$ cat src/rtl/fifo_burst_reader_pkg.sv
// Shared state encoding and width helper for the FIFO burst reader.
package fifo_burst_pkg;

  localparam logic [1:0] ST_IDLE = 2'd0;
  localparam logic [1:0] ST_XFER = 2'd1;
  localparam logic [1:0] ST_LAST = 2'd2;

  // Width of a counter able to hold n distinct values, never narrower than 1 bit.
  function automatic int clog2_safe(input int n);
    if (n <= 2) begin
      return 1;
    end else begin
      return $clog2(n);
    end
  endfunction

endpackage

$ cat src/rtl/fifo_burst_reader_out.sv
// Registered valid/ready output stage: loads a word on pop, drops valid on acceptance.
module stream_out_reg #(
  parameter int WIDTH = 8
) (
  input  logic             i_clk,
  input  logic             i_rst_n,
  input  logic             i_load,
  input  logic [WIDTH-1:0] i_data,
  input  logic             i_sop,
  input  logic             i_eop,
  input  logic             i_ready,
  output logic             o_valid,
  output logic [WIDTH-1:0] o_data,
  output logic             o_sop,
  output logic             o_eop
);

  logic             r_valid;
  logic [WIDTH-1:0] r_data;
  logic             r_sop;
  logic             r_eop;

  // Word register; data and framing hold while stalled.
  always_ff @(posedge i_clk or negedge i_rst_n) begin
    if (!i_rst_n) begin
      r_valid <= 1'b0;
      r_data  <= {WIDTH{1'b0}};
      r_sop   <= 1'b0;
      r_eop   <= 1'b0;
    end else if (i_load) begin
      r_valid <= 1'b1;
      r_data  <= i_data;
      r_sop   <= i_sop;
      r_eop   <= i_eop;
    end else if (r_valid && i_ready) begin
      r_valid <= 1'b0;
    end else begin
      r_valid <= r_valid;
    end
  end

  assign o_valid = r_valid;
  assign o_data  = r_data;
  assign o_sop   = r_sop;
  assign o_eop   = r_eop;

endmodule

$ cat src/rtl/fifo_burst_reader.sv
// Drains a show-ahead FIFO in fixed-length bursts (or a flushed partial burst)
// onto a valid/ready stream framed with sop/eop.
module fifo_burst_reader
  import fifo_burst_pkg::*;
#(
  parameter int WIDTH     = 8,
  parameter int DEPTH     = 128,
  parameter int BURST_LEN = 16
) (
  input  logic                     i_clk,
  input  logic                     i_rst_n,
  output logic                     o_fifo_rden,
  input  logic [WIDTH-1:0]         i_fifo_data,
  input  logic                     i_fifo_empty,
  input  logic [$clog2(DEPTH):0]   i_fifo_cnt,
  input  logic                     i_flush,
  output logic                     o_m_valid,
  input  logic                     i_m_ready,
  output logic [WIDTH-1:0]         o_m_data,
  output logic                     o_m_sop,
  output logic                     o_m_eop,
  output logic                     o_busy,
  output logic                     o_burst_done
);

  localparam int CW = $clog2(DEPTH) + 1;
  localparam int RW = clog2_safe(BURST_LEN + 1);
  localparam logic [CW-1:0] CNT_BURST = CW'(BURST_LEN);
  localparam logic [RW-1:0] LEN_BURST = RW'(BURST_LEN);
  localparam logic [RW-1:0] ONE       = RW'(1);

  if (BURST_LEN < 1 || BURST_LEN > DEPTH) begin : gen_bad_burst_len
    $error("fifo_burst_reader: BURST_LEN must be within 1..DEPTH");
  end

  logic [1:0]    r_state;
  logic [1:0]    w_next_state;
  logic [RW-1:0] r_remain;
  logic [RW-1:0] r_len;
  logic          r_busy;
  logic          r_burst_done;
  logic          w_full_ready;
  logic          w_flush_ready;
  logic          w_pop;
  logic          w_sop;
  logic          w_eop;
  logic          w_eop_accept;

  // State register.
  always_ff @(posedge i_clk or negedge i_rst_n) begin
    if (!i_rst_n) begin
      r_state <= ST_IDLE;
    end else begin
      r_state <= w_next_state;
    end
  end

  // Next-state: a full burst wins over a flush; LAST waits for the eop handshake.
  always_comb begin
    w_next_state = r_state;
    case (r_state)
      ST_IDLE: begin
        if (w_full_ready) begin
          w_next_state = ST_XFER;
        end else if (w_flush_ready) begin
          w_next_state = ST_XFER;
        end else begin
          w_next_state = ST_IDLE;
        end
      end
      ST_XFER: begin
        if (w_pop && (r_remain == ONE)) begin
          w_next_state = ST_LAST;
        end else begin
          w_next_state = ST_XFER;
        end
      end
      ST_LAST: begin
        if (w_eop_accept) begin
          w_next_state = ST_IDLE;
        end else begin
          w_next_state = ST_LAST;
        end
      end
      default: w_next_state = ST_IDLE;
    endcase
  end

  // Pop only when the output register can take a word (m_ready feeds rden directly).
  always_comb begin
    w_full_ready  = (i_fifo_cnt >= CNT_BURST);
    w_flush_ready = i_flush && !i_fifo_empty;
    w_pop         = 1'b0;
    w_eop_accept  = 1'b0;
    case (r_state)
      ST_XFER: begin
        w_pop = (r_remain != {RW{1'b0}}) && !i_fifo_empty && (!o_m_valid || i_m_ready);
      end
      ST_LAST: begin
        w_eop_accept = o_m_valid && i_m_ready;
      end
      default: begin
        w_pop        = 1'b0;
        w_eop_accept = 1'b0;
      end
    endcase
    w_sop = (r_remain == r_len);
    w_eop = (r_remain == ONE);
  end

  // Burst length latched on IDLE exit; remain counts down per pop and stops at 0.
  always_ff @(posedge i_clk or negedge i_rst_n) begin
    if (!i_rst_n) begin
      r_remain <= {RW{1'b0}};
      r_len    <= {RW{1'b0}};
    end else begin
      case (r_state)
        ST_IDLE: begin
          if (w_full_ready) begin
            r_len    <= LEN_BURST;
            r_remain <= LEN_BURST;
          end else if (w_flush_ready) begin
            r_len    <= RW'(i_fifo_cnt);
            r_remain <= RW'(i_fifo_cnt);
          end else begin
            r_remain <= r_remain;
          end
        end
        ST_XFER: begin
          if (w_pop) begin
            r_remain <= r_remain - ONE;
          end else begin
            r_remain <= r_remain;
          end
        end
        default: r_remain <= r_remain;
      endcase
    end
  end

  // Status flags: busy mirrors non-IDLE state, burst_done pulses the cycle after eop acceptance.
  always_ff @(posedge i_clk or negedge i_rst_n) begin
    if (!i_rst_n) begin
      r_busy       <= 1'b0;
      r_burst_done <= 1'b0;
    end else begin
      r_busy       <= (w_next_state != ST_IDLE);
      r_burst_done <= w_eop_accept;
    end
  end

  stream_out_reg #(
    .WIDTH (WIDTH)
  ) u_out (
    .i_clk   (i_clk),
    .i_rst_n (i_rst_n),
    .i_load  (w_pop),
    .i_data  (i_fifo_data),
    .i_sop   (w_sop),
    .i_eop   (w_eop),
    .i_ready (i_m_ready),
    .o_valid (o_m_valid),
    .o_data  (o_m_data),
    .o_sop   (o_m_sop),
    .o_eop   (o_m_eop)
  );

  assign o_fifo_rden  = w_pop;
  assign o_busy       = r_busy;
  assign o_burst_done = r_burst_done;

endmodule

$ cat config.mk
export PLATFORM = sky130hd
export DESIGN_NAME = fifo_burst_reader
export DESIGN_NICKNAME = d
export VERILOG_FILES = /design/src/rtl/fifo_burst_reader_pkg.sv /design/src/rtl/fifo_burst_reader_out.sv /design/src/rtl/fifo_burst_reader.sv
export SDC_FILE = /design/constraint.sdc
export NUM_CORES = 1
export LEC_CHECK = 0
export ABC_AREA = 0
export ABC_CLOCK_PERIOD_IN_PS = 2060
export CAP_MARGIN = 40
export CORE_UTILIZATION = 42
export CTS_BUF_LIST = sky130_fd_sc_hd__clkbuf_4 sky130_fd_sc_hd__clkbuf_8 sky130_fd_sc_hd__clkbuf_16
export CTS_CLUSTER_DIAMETER = 30
export DETAILED_ROUTE_END_ITERATION = 12
export PLACE_DENSITY_LB_ADDON = 0.3
export SETUP_SLACK_MARGIN = 0.02
export SLEW_MARGIN = 30
export SYNTH_ARGS = -nofsm -noshare
export SYNTH_HDL_FRONTEND = slang
export SYNTH_HIERARCHICAL = 1
export SYNTH_SLANG_ARGS = --single-unit
$ cat constraint.sdc
create_clock -name i_clk -period 2.06 [get_ports i_clk]
set_clock_uncertainty 0.2 [all_clocks]
set_input_delay 0.412 -clock i_clk [delete_from_list [all_inputs] [get_ports i_clk]]
set_output_delay 0.412 -clock i_clk [all_outputs]
set_load 0.02 [all_outputs]
==> run summary <==
final WL -> 3.06 mm
Die W -> 57.1 um
final setup fails -> 2
Die Height -> 57.1 um
Post-Place Cells -> 194
worst vdd ir -> 950 uV
Post-Layout Inst Area -> 1850 um2
GR Util All Layers -> 20.2%
most frequent cells in the layout -> 31 x clkdlybuf4s50_1, 25 x dfrtp_1, 24 x buf_4
clock buffer depth -> 2
hold_ws -> 220 ps
std cell rows -> 19
clk sink count -> 25
WP data required -> 1450 ps
Crit path arrival time -> 1580 ps
placed cell area -> 1770 um2
filler instances -> 231
period utilisation layout -> 106%
critical-path maximum fanout -> 2
clock root cell -> clkbuf_4
Max-Cap Viols -> 0
Vias/cell -> 5.41
drt wl/cell -> 15.2 um
Via Count -> 1,087
PD cells -> 1460 nW/um2
first-pass GRT wire length -> 5.00 mm
Mapped Cells -> 113
Reg area -> 626 um2
Core ar. -> 2810 um2
initial antenna violation count -> 0
Initial Util -> 45.4%
grt ovf -> 0
outcome -> complete, but fails checks
syn avg cell area -> 11.3 um2
Seq/Total Area, Yosys -> 49.1%
violated checks -> design-rule violations, negative setup slack
crit path time final -> 2190 ps
CTS buffer count -> 3
H-Tree Depth -> 1
die area -> 3260 um2
pins over their slew limit -> 0
clock latency on the worst-skew pair -> 330 ps
Synth Register Bits -> 25
Ports -> 35
hold_buf cts -> 0
Clk pin slew, worst setup/hold paths -> 140 ps
Tightest Pin Transition -> 368 ps
drc violations -> 6
first-pass detailed-route iteration total -> 9
yosys warns -> 6
area of the multi-input gates -> 603 um2
vias in the first global route -> 1,065
final hold vios -> 0
RSZ-0062 raised after global routing -> yes
final net count -> 195
critical path endpoint category -> output port
largest net degree at the start of global routing -> 26
slew margin rel. -> 75.4%
total power -> 2.69 mW
cell area after synthesis -> 1270 um2
setup ws final -> -131 ps
hpwl dp -> 2.16 mm
Layout area overhead -> 44.9%
post-synth net total -> 137
Initial DRC Count -> 31
share of post-route cells with drive strength above 1 -> 28.8%
Layout Cells excl Fill -> 201
GPL Wtd Cong -> 0.816
# diodes -> 0
library cells used by synthesis -> 35
Post-Place Setup Slack -> -601 ps
Setup crit start kind -> register
Final ANT Viol Nets -> 0
Critical Setup Path Class -> register to output port
CTS tree -> done
# port buffers -> 34
class of the worst hold path -> input pin to asynchronous set/reset pin
P_leak -> 0.877 nW
commonest non-fill, non-tap cell in the layout -> clkdlybuf4s50_1
FMAX -> 0.456 GHz
synth_stat cells:
cell | instances | share of area [%]
a22oi_1 | 1 | 0.59
ha_1 | 3 | 2.9
a211o_1 | 2 | 1.4
nor2b_1 | 2 | 0.98
a31oi_1 | 3 | 1.5
nand3_1 | 6 | 2.4
o21ai_0 | 2 | 0.79
dfrtp_1 | 25 | 49
o22ai_1 | 2 | 0.98
xnor2_1 | 3 | 2.1
nor4_1 | 2 | 0.98
clkbuf_1 | 2 | 0.59
o2bb2ai_1 | 1 | 0.69
nand2b_1 | 1 | 0.49
a21oi_1 | 3 | 1.2
nor3b_1 | 2 | 1.2
a31o_2 | 1 | 0.69
a21o_2 | 1 | 0.69
mux2_4 | 9 | 11
xor2_1 | 2 | 1.4
clkinv_2 | 1 | 0.39
a32oi_1 | 1 | 0.69
nand2b_4 | 1 | 1.1
nor3_1 | 4 | 1.6
a211oi_2 | 1 | 0.98
buf_6 | 3 | 2.7
nand2_1 | 11 | 3.2
mux2_2 | 1 | 0.88
nor2_1 | 5 | 1.5
o22a_1 | 1 | 0.69
inv_1 | 5 | 1.5
a2111o_1 | 1 | 0.88
a22o_1 | 1 | 0.69
a21o_1 | 2 | 1.2
or3_1 | 2 | 0.98
layer usage:
layer / wire, um / part of all wire, % / track usage, %
met5: 0 / 0 / 0
met4: 42 / 1.4 / 6.62
met3: 166 / 5.4 / 5.22
met2: 1520 / 50 / 33.4
met1: 1330 / 44 / 25.9
layout make-up:
| type | count | area share [%] |
|---|---|---|
| clock buffers | 3 | 1.22 |
| clock inverters | 1 | 0.271 |
| inverters | 6 | 1.49 |
| multi-input cells | 77 | 32.7 |
| flip-flops and latches | 25 | 33.9 |
| well taps | 31 | 2.10 |
| repair buffers | 58 | 28.3 |
worst max-delay path: stages (launching register included):
cell	delay [ps]
dfrtp_1	390
inv_2	60
ha_4	150
a2111o_1	440
clkinv_4	90
buf_6	110
final timing paths:
kind                             start              end  slack (ps)  cells after the start
setup / recovery           r_remain[1]      o_fifo_rden        -130                      5
hold / removal                 i_rst_n      r_remain[4]         220                      2
setup reg to reg           r_remain[1]      r_remain[0]         -80                      7
hold reg to reg               r_len[2]         r_len[2]         320                      2
max in group asynchronous      i_rst_n  u_out/o_data[6]        1190                      2
min in group i_clk            r_len[2]         r_len[2]         320                      2
repair_timing:
item                                    CTS  global route
endpoints found under the setup margin    2            17
resized for setup                        11             3
buffers inserted                          2             1
cloned                                    0             0
pin swaps                                 1             2
registers in the layout (all words and copies together), names as in the netlist:
register	count
u_out/o_data	8
o_burst_done	1
o_busy	1
r_len	5
u_out/o_sop	1
u_out/o_valid	1
u_out/o_eop	1
r_remain	5
r_state	2
where the power goes:
| part | switching [mW] | internal, mW |
|---|---|---|
| registers | 0.117 | 0.682 |
| clock network | 0.148 | 0.0729 |
| logic | 0.774 | 0.894 |
| total | 1.04 | 1.65 |
stage by stage:
step                util [%]  setup TNS [ps]
global placement        63.2           -5180
floorplan                  -               0
global route            65.8            -486
finish                  65.8            -207
CTS                     65.2            -191
detailed placement      63.2           -5100
cell families after synthesis:
family,after synthesis,synth area share [%]
and+or+nand+nor,36,14.3
DFF,25,49.1
AOI/OAI and AO/OA,23,13.6
buffers and inverters,11,5.11
muxes,10,11.5
xor gates and xnor gates,5,3.44
adders and majority gates,3,2.95
(Power assumes the default switching activity.)
==> edit 1 (same settings) <==
`WIDTH` is set to 8 in 2 places; all go to 12.
--- a/src/rtl/fifo_burst_reader_out.sv
+++ b/src/rtl/fifo_burst_reader_out.sv
@@ -1,5 +1,5 @@
 // Registered valid/ready output stage: loads a word on pop, drops valid on acceptance.
 module stream_out_reg #(
-  parameter int WIDTH = 8
+  parameter int WIDTH = 12
 ) (
   input  logic             i_clk,
--- a/src/rtl/fifo_burst_reader.sv
+++ b/src/rtl/fifo_burst_reader.sv
@@ -4,5 +4,5 @@
   import fifo_burst_pkg::*;
 #(
-  parameter int WIDTH     = 8,
+  parameter int WIDTH     = 12,
   parameter int DEPTH     = 128,
   parameter int BURST_LEN = 16
Interface: changed (resized i_fifo_data and o_m_data); port bits go from 35 to 43. The function was not compared with the original's and may differ.
==> edit 1 against the unedited design <==
- wire length is 12% higher
- total power is 17% higher
- sequential share of layout area is 0.85 points higher
- the run ends with setup timing left
- critical path type is now reg2reg
- combinational power is 11% higher
- largest cell class unchanged
- setup slack better by 0.055 ns
- synthesized area is 13% higher
- via count is 7.1% higher
- sequential cell count is 4 higher
- first-iteration DRC count is 9.7% higher
- design area is 13% higher
- critical path depth is 2 higher
==> edit 1: results (changes against the unedited design) <==
* Max FFs per register at 12 (was 8)
* Dpl hpwl at 2500 um (was 2160 um)
* Register area share after synthesis at 50.4% (was 49.1%)
* LEAKAGE at 0.969 nW (was 0.877 nW)
* Drt pass-1 iters at 4 (was 9)
* CP arrival at 2.16 ns (was 1.58 ns)
* H-tree depth at 2 (was 1)
* Tot GR Track Use at 19.8% (was 20.2%)
* Port Buf Inserts at 42 (was 34)
* Synth top area cells: dfrtp_1, mux2_4, mux2_2 (was dfrtp_1, mux2_4, nand2_1)
* CP max stage delay at 0.41 ns (was 0.44 ns)
* CP max FO at 19 (was 2)
* Failing checks: setup timing (was DRC, setup timing)
* Vias at 1,164 (was 1,087)
* First-pass GRT wire length at 5110 um (was 5000 um)
* DP Cell Count at 221 (was 194)
* Final worst slack at -0.0758 ns (was -0.131 ns)
* Status: finished, violations left (unchanged)
* Share of cells above drive strength 1 at 28.0% (was 28.8%)
* Worst slew pin tran at 0.380 ns (was 0.368 ns)
* Final wirelength at 3430 um (was 3060 um)
* Synth unique cells at 36 (was 35)
* Final std cells w/o fill at 230 (was 201)
* Clock buffer count from CTS at 5 (was 3)
* Switching share of power at 39.0% (was 38.7%)
* Max IR drop VDD at 0.720 mV (was 0.950 mV)
* DRT iter0 DRCs at 34 (was 31)
* Setup TNS Final at -0.137 ns (was -0.207 ns)
* Syn_nets at 150 (was 137)
* WS Path Type: reg2reg (was reg2out)
* Final Setup Violations at 2 (unchanged)
-- edit 1: kinds of logic (layout without fill, tap and decap cells) --
| kind of cell | Yosys count | in the layout | share of synthesized area [%] |
|---|---|---|---|
| adders and majority gates | 3 | 3 | 2.61 |
| xor gates and xnor gates | 5 | 5 | 3.04 |
| and+or+nand+nor | 36 | 36 | 12.7 |
| DFF | 29 | 29 | 50.4 |
| buffers and inverters | 12 | 76 | 5.91 |
| AOI/OAI and AO/OA | 23 | 23 | 12.0 |
| muxes | 14 | 14 | 13.3 |
-- edit 1: worst min path at each step --
stage / startpoint / endpoint / cells past startpoint
floorplan: i_rst_n / o_burst_done / 0
global placement: r_len[0] / r_len[0] / 1
detailed placement: r_len[1] / r_len[1] / 2
CTS: i_rst_n / o_burst_done / 2
global route: i_rst_n / r_remain[0] / 2
finish: i_rst_n / r_state[1] / 2
-- edit 1: final cells by class --
class	count	area (um2)
clock buffer	5	37.5
clock inverter	3	17.5
fill	267	1060
inverter	6	27.5
multi-input combinational	81	652
sequential	29	726
tap	44	55.1
timing repair buffer	62	573
-- edit 1: power by group through the flow --
| stage | Combinational (mW) | Clock [mW] | Sequential (mW) |
|---|---|---|---|
| 2_1_floorplan | 0.881 | 0 | 1.16 |
| 3_3_place_gp | 1.75 | 0 | 0.932 |
| 5_1_grt | 1.98 | 0.369 | 0.982 |
| 6_report | 1.85 | 0.335 | 0.954 |
| 4_1_cts | 1.83 | 0.347 | 0.948 |
| 3_5_place_dp | 1.79 | 0 | 0.948 |
-- edit 1: through the flow --
step           setup slack (ns)  total power, mW  area [um2]  util (%)  hold slack (ns)
2_1_floorplan           -0.0189             2.04        1450         -          -0.0836
3_3_place_gp             -0.647             2.68        2000      63.5            0.281
3_5_place_dp             -0.647             2.74        2000      63.5            0.281
4_1_cts                 -0.0751             3.13        2080      66.0            0.264
5_1_grt                  -0.160             3.33        2090      66.2            0.292
6_report                -0.0758             3.14        2090      66.2            0.258
-- edit 1: metal layers --
layer | vias to the layer above | global-route usage (%) | routed length, um
li1 | 558 | - | -
met1 | 565 | 23.3 | 1400
met2 | 33 | 33.9 | 1790
met3 | 8 | 5.54 | 185
met4 | 0 | 8.12 | 52
met5 | - | 0 | 0
-- edit 1: timing repair --
action                     in CTS  in global routing
setup endpoints to repair      19                 20
gates resized for setup        11                  2
pin swaps                       2                  0
setup buffers                   1                  0
==> edit 2 (same flow settings) <==
Made on the original files. Reset style: synchronous (`i_rst_n`), changed in 4 clocked blocks.
--- a/src/rtl/fifo_burst_reader_out.sv
+++ b/src/rtl/fifo_burst_reader_out.sv
@@ -22,5 +22,5 @@
 
   // Word register; data and framing hold while stalled.
-  always_ff @(posedge i_clk or negedge i_rst_n) begin
+  always_ff @(posedge i_clk) begin
     if (!i_rst_n) begin
       r_valid <= 1'b0;
--- a/src/rtl/fifo_burst_reader.sv
+++ b/src/rtl/fifo_burst_reader.sv
@@ -48,5 +48,5 @@
 
   // State register.
-  always_ff @(posedge i_clk or negedge i_rst_n) begin
+  always_ff @(posedge i_clk) begin
     if (!i_rst_n) begin
       r_state <= ST_IDLE;
@@ -110,5 +110,5 @@
 
   // Burst length latched on IDLE exit; remain counts down per pop and stops at 0.
-  always_ff @(posedge i_clk or negedge i_rst_n) begin
+  always_ff @(posedge i_clk) begin
     if (!i_rst_n) begin
       r_remain <= {RW{1'b0}};
@@ -140,5 +140,5 @@
 
   // Status flags: busy mirrors non-IDLE state, burst_done pulses the cycle after eop acceptance.
-  always_ff @(posedge i_clk or negedge i_rst_n) begin
+  always_ff @(posedge i_clk) begin
     if (!i_rst_n) begin
       r_busy       <= 1'b0;
Check against the original RTL: differs if i_rst_n is asserted again (counterexample within 4 cycles, from zero or initial values and one cycle with i_rst_n low); with i_rst_n held inactive, the same outputs for 10 cycles.
==> edit 2 against the unedited design <==
- setup slack improved by 0.11 ns
- design area is 2.2% lower
- final cell count grew 9.5%
- maximum frequency grew 5.1%
- critical path type unchanged
- wire length down 3.1%
- critical endpoint unchanged
- global-route usage decreased by 0.38 points
- the flow finishes with violations (setup timing)
- synthesized area fell by 5.3%
- highest routed layer unchanged
- sequential cell count stayed put
- count of clock-buffer cells in the layout is the same
- sequential share of layout area down 6.0 points
Power is not compared: it rests on default switching activity, and its combinational part moved more than twofold at a synthesized area within 25%.
==> edit 2: results (changes against the unedited design) <==
* Status: finished, violations left (unchanged)
* Failing checks: setup timing (was DRC, setup timing)
* CP max stage delay at 0.40 ns (was 0.44 ns)
* CP arrival at 1.47 ns (was 1.58 ns)
* R2r endpoint: o_busy (was r_remain[0])
* Final std cells w/o fill at 220 (was 201)
* Final Setup Violations at 1 (was 2)
* Final net count at 214 (was 195)
* Final wirelength at 2970 um (was 3060 um)
* Synth unique cells at 36 (was 35)
* Post-synthesis compound-gate area fraction at 16.9% (was 13.6%)
* Register area share after synthesis at 41.5% (was 49.1%)
* Vias in the first global route at 1,150 (was 1,065)
* Mux cell area share after synthesis at 8.30% (was 11.5%)
* Tot GR Track Use at 19.8% (was 20.2%)
* Relative slew slack at 81.0% (was 75.4%)
* First-pass GRT wire length at 4950 um (was 5000 um)
* XOR/XNOR share of the synthesized area at 3.63% (was 3.44%)
* List of most frequent post-synthesis cells: dfxtp_1, nor2_1, nor2b_1 (was dfrtp_1, nand2_1, mux2_4)
* Final worst slack at -0.0242 ns (was -0.131 ns)
* Minimum clock period after layout at 2.08 ns (was 2.19 ns)
* Largest net degree at the start of global routing at 16 (was 26)
* DRT iter0 DRCs at 43 (was 31)
* R2r setup slk at 0.18 ns (was -0.08 ns)
* Drt pass-1 iters at 4 (was 9)
* Primary FF master, synth: dfxtp_1 (was dfrtp_1)
* Share of cells above drive strength 1 at 24.3% (was 28.8%)
* Dpl hpwl at 2310 um (was 2160 um)
* Synth top area cells: dfxtp_1, mux2i_1, nor2b_1 (was dfrtp_1, mux2_4, nand2_1)
[edit 2: area by class of cell]
type                    count  area (um2)
fillers                   227         930
flip-flops and latches     25         503
clock inverters             1        7.51
clock buffers               3        22.5
well taps                  31        38.8
inverters                   7        26.3
repair buffers             60         536
multi-input cells          93         671
[edit 2: power breakdown]
part / total [mW] / internal, mW / switching (mW) / leakage, nW
registers: 0.542 / 0.521 / 0.0212 / 0.205
clock network: 0.222 / 0.0741 / 0.148 / 0.0139
logic: 0.430 / 0.230 / 0.200 / 0.494
total: 1.19 / 0.825 / 0.369 / 0.713
[edit 2: routing by layer]
metal	vias to the layer above	GRT usage, %	share of wire [%]
met5	-	0	0
met4	0	10.0	2.0
met3	8	2.79	5.4
met2	50	33.2	48
met1	556	24.8	44
li1	578	-	-
[edit 2: how the worst max path moves through the flow]
stage | depth (start not counted) | start | slack (ns) | end
final | 5 | r_remain[0] | -0.02 | o_fifo_rden
after global routing | 5 | r_remain[0] | -0.10 | o_fifo_rden
after CTS | 5 | r_remain[0] | -0.02 | o_fifo_rden
after detailed placement | 5 | i_m_ready | -0.68 | o_fifo_rden
after global placement | 5 | i_m_ready | -0.65 | o_fifo_rden
after floorplan | 7 | r_remain[0] | 0.08 | u_out/o_data[0]
[edit 2: per-stage QoR]
stage | utilization, % | setup TNS (ns) | hold slack [ns] | setup slack (ns) | area [um2]
after CTS | 65.2 | -0.0201 | 0.323 | -0.0201 | 1780
final | 66.0 | -0.0242 | 0.330 | -0.0242 | 1800
after global routing | 66.0 | -0.100 | 0.340 | -0.100 | 1800
after global placement | 63.3 | -6.12 | 0.295 | -0.650 | 1730
after detailed placement | 63.3 | -7.14 | 0.306 | -0.685 | 1730
after floorplan | - | 0 | 0.273 | 0.0760 | 1210
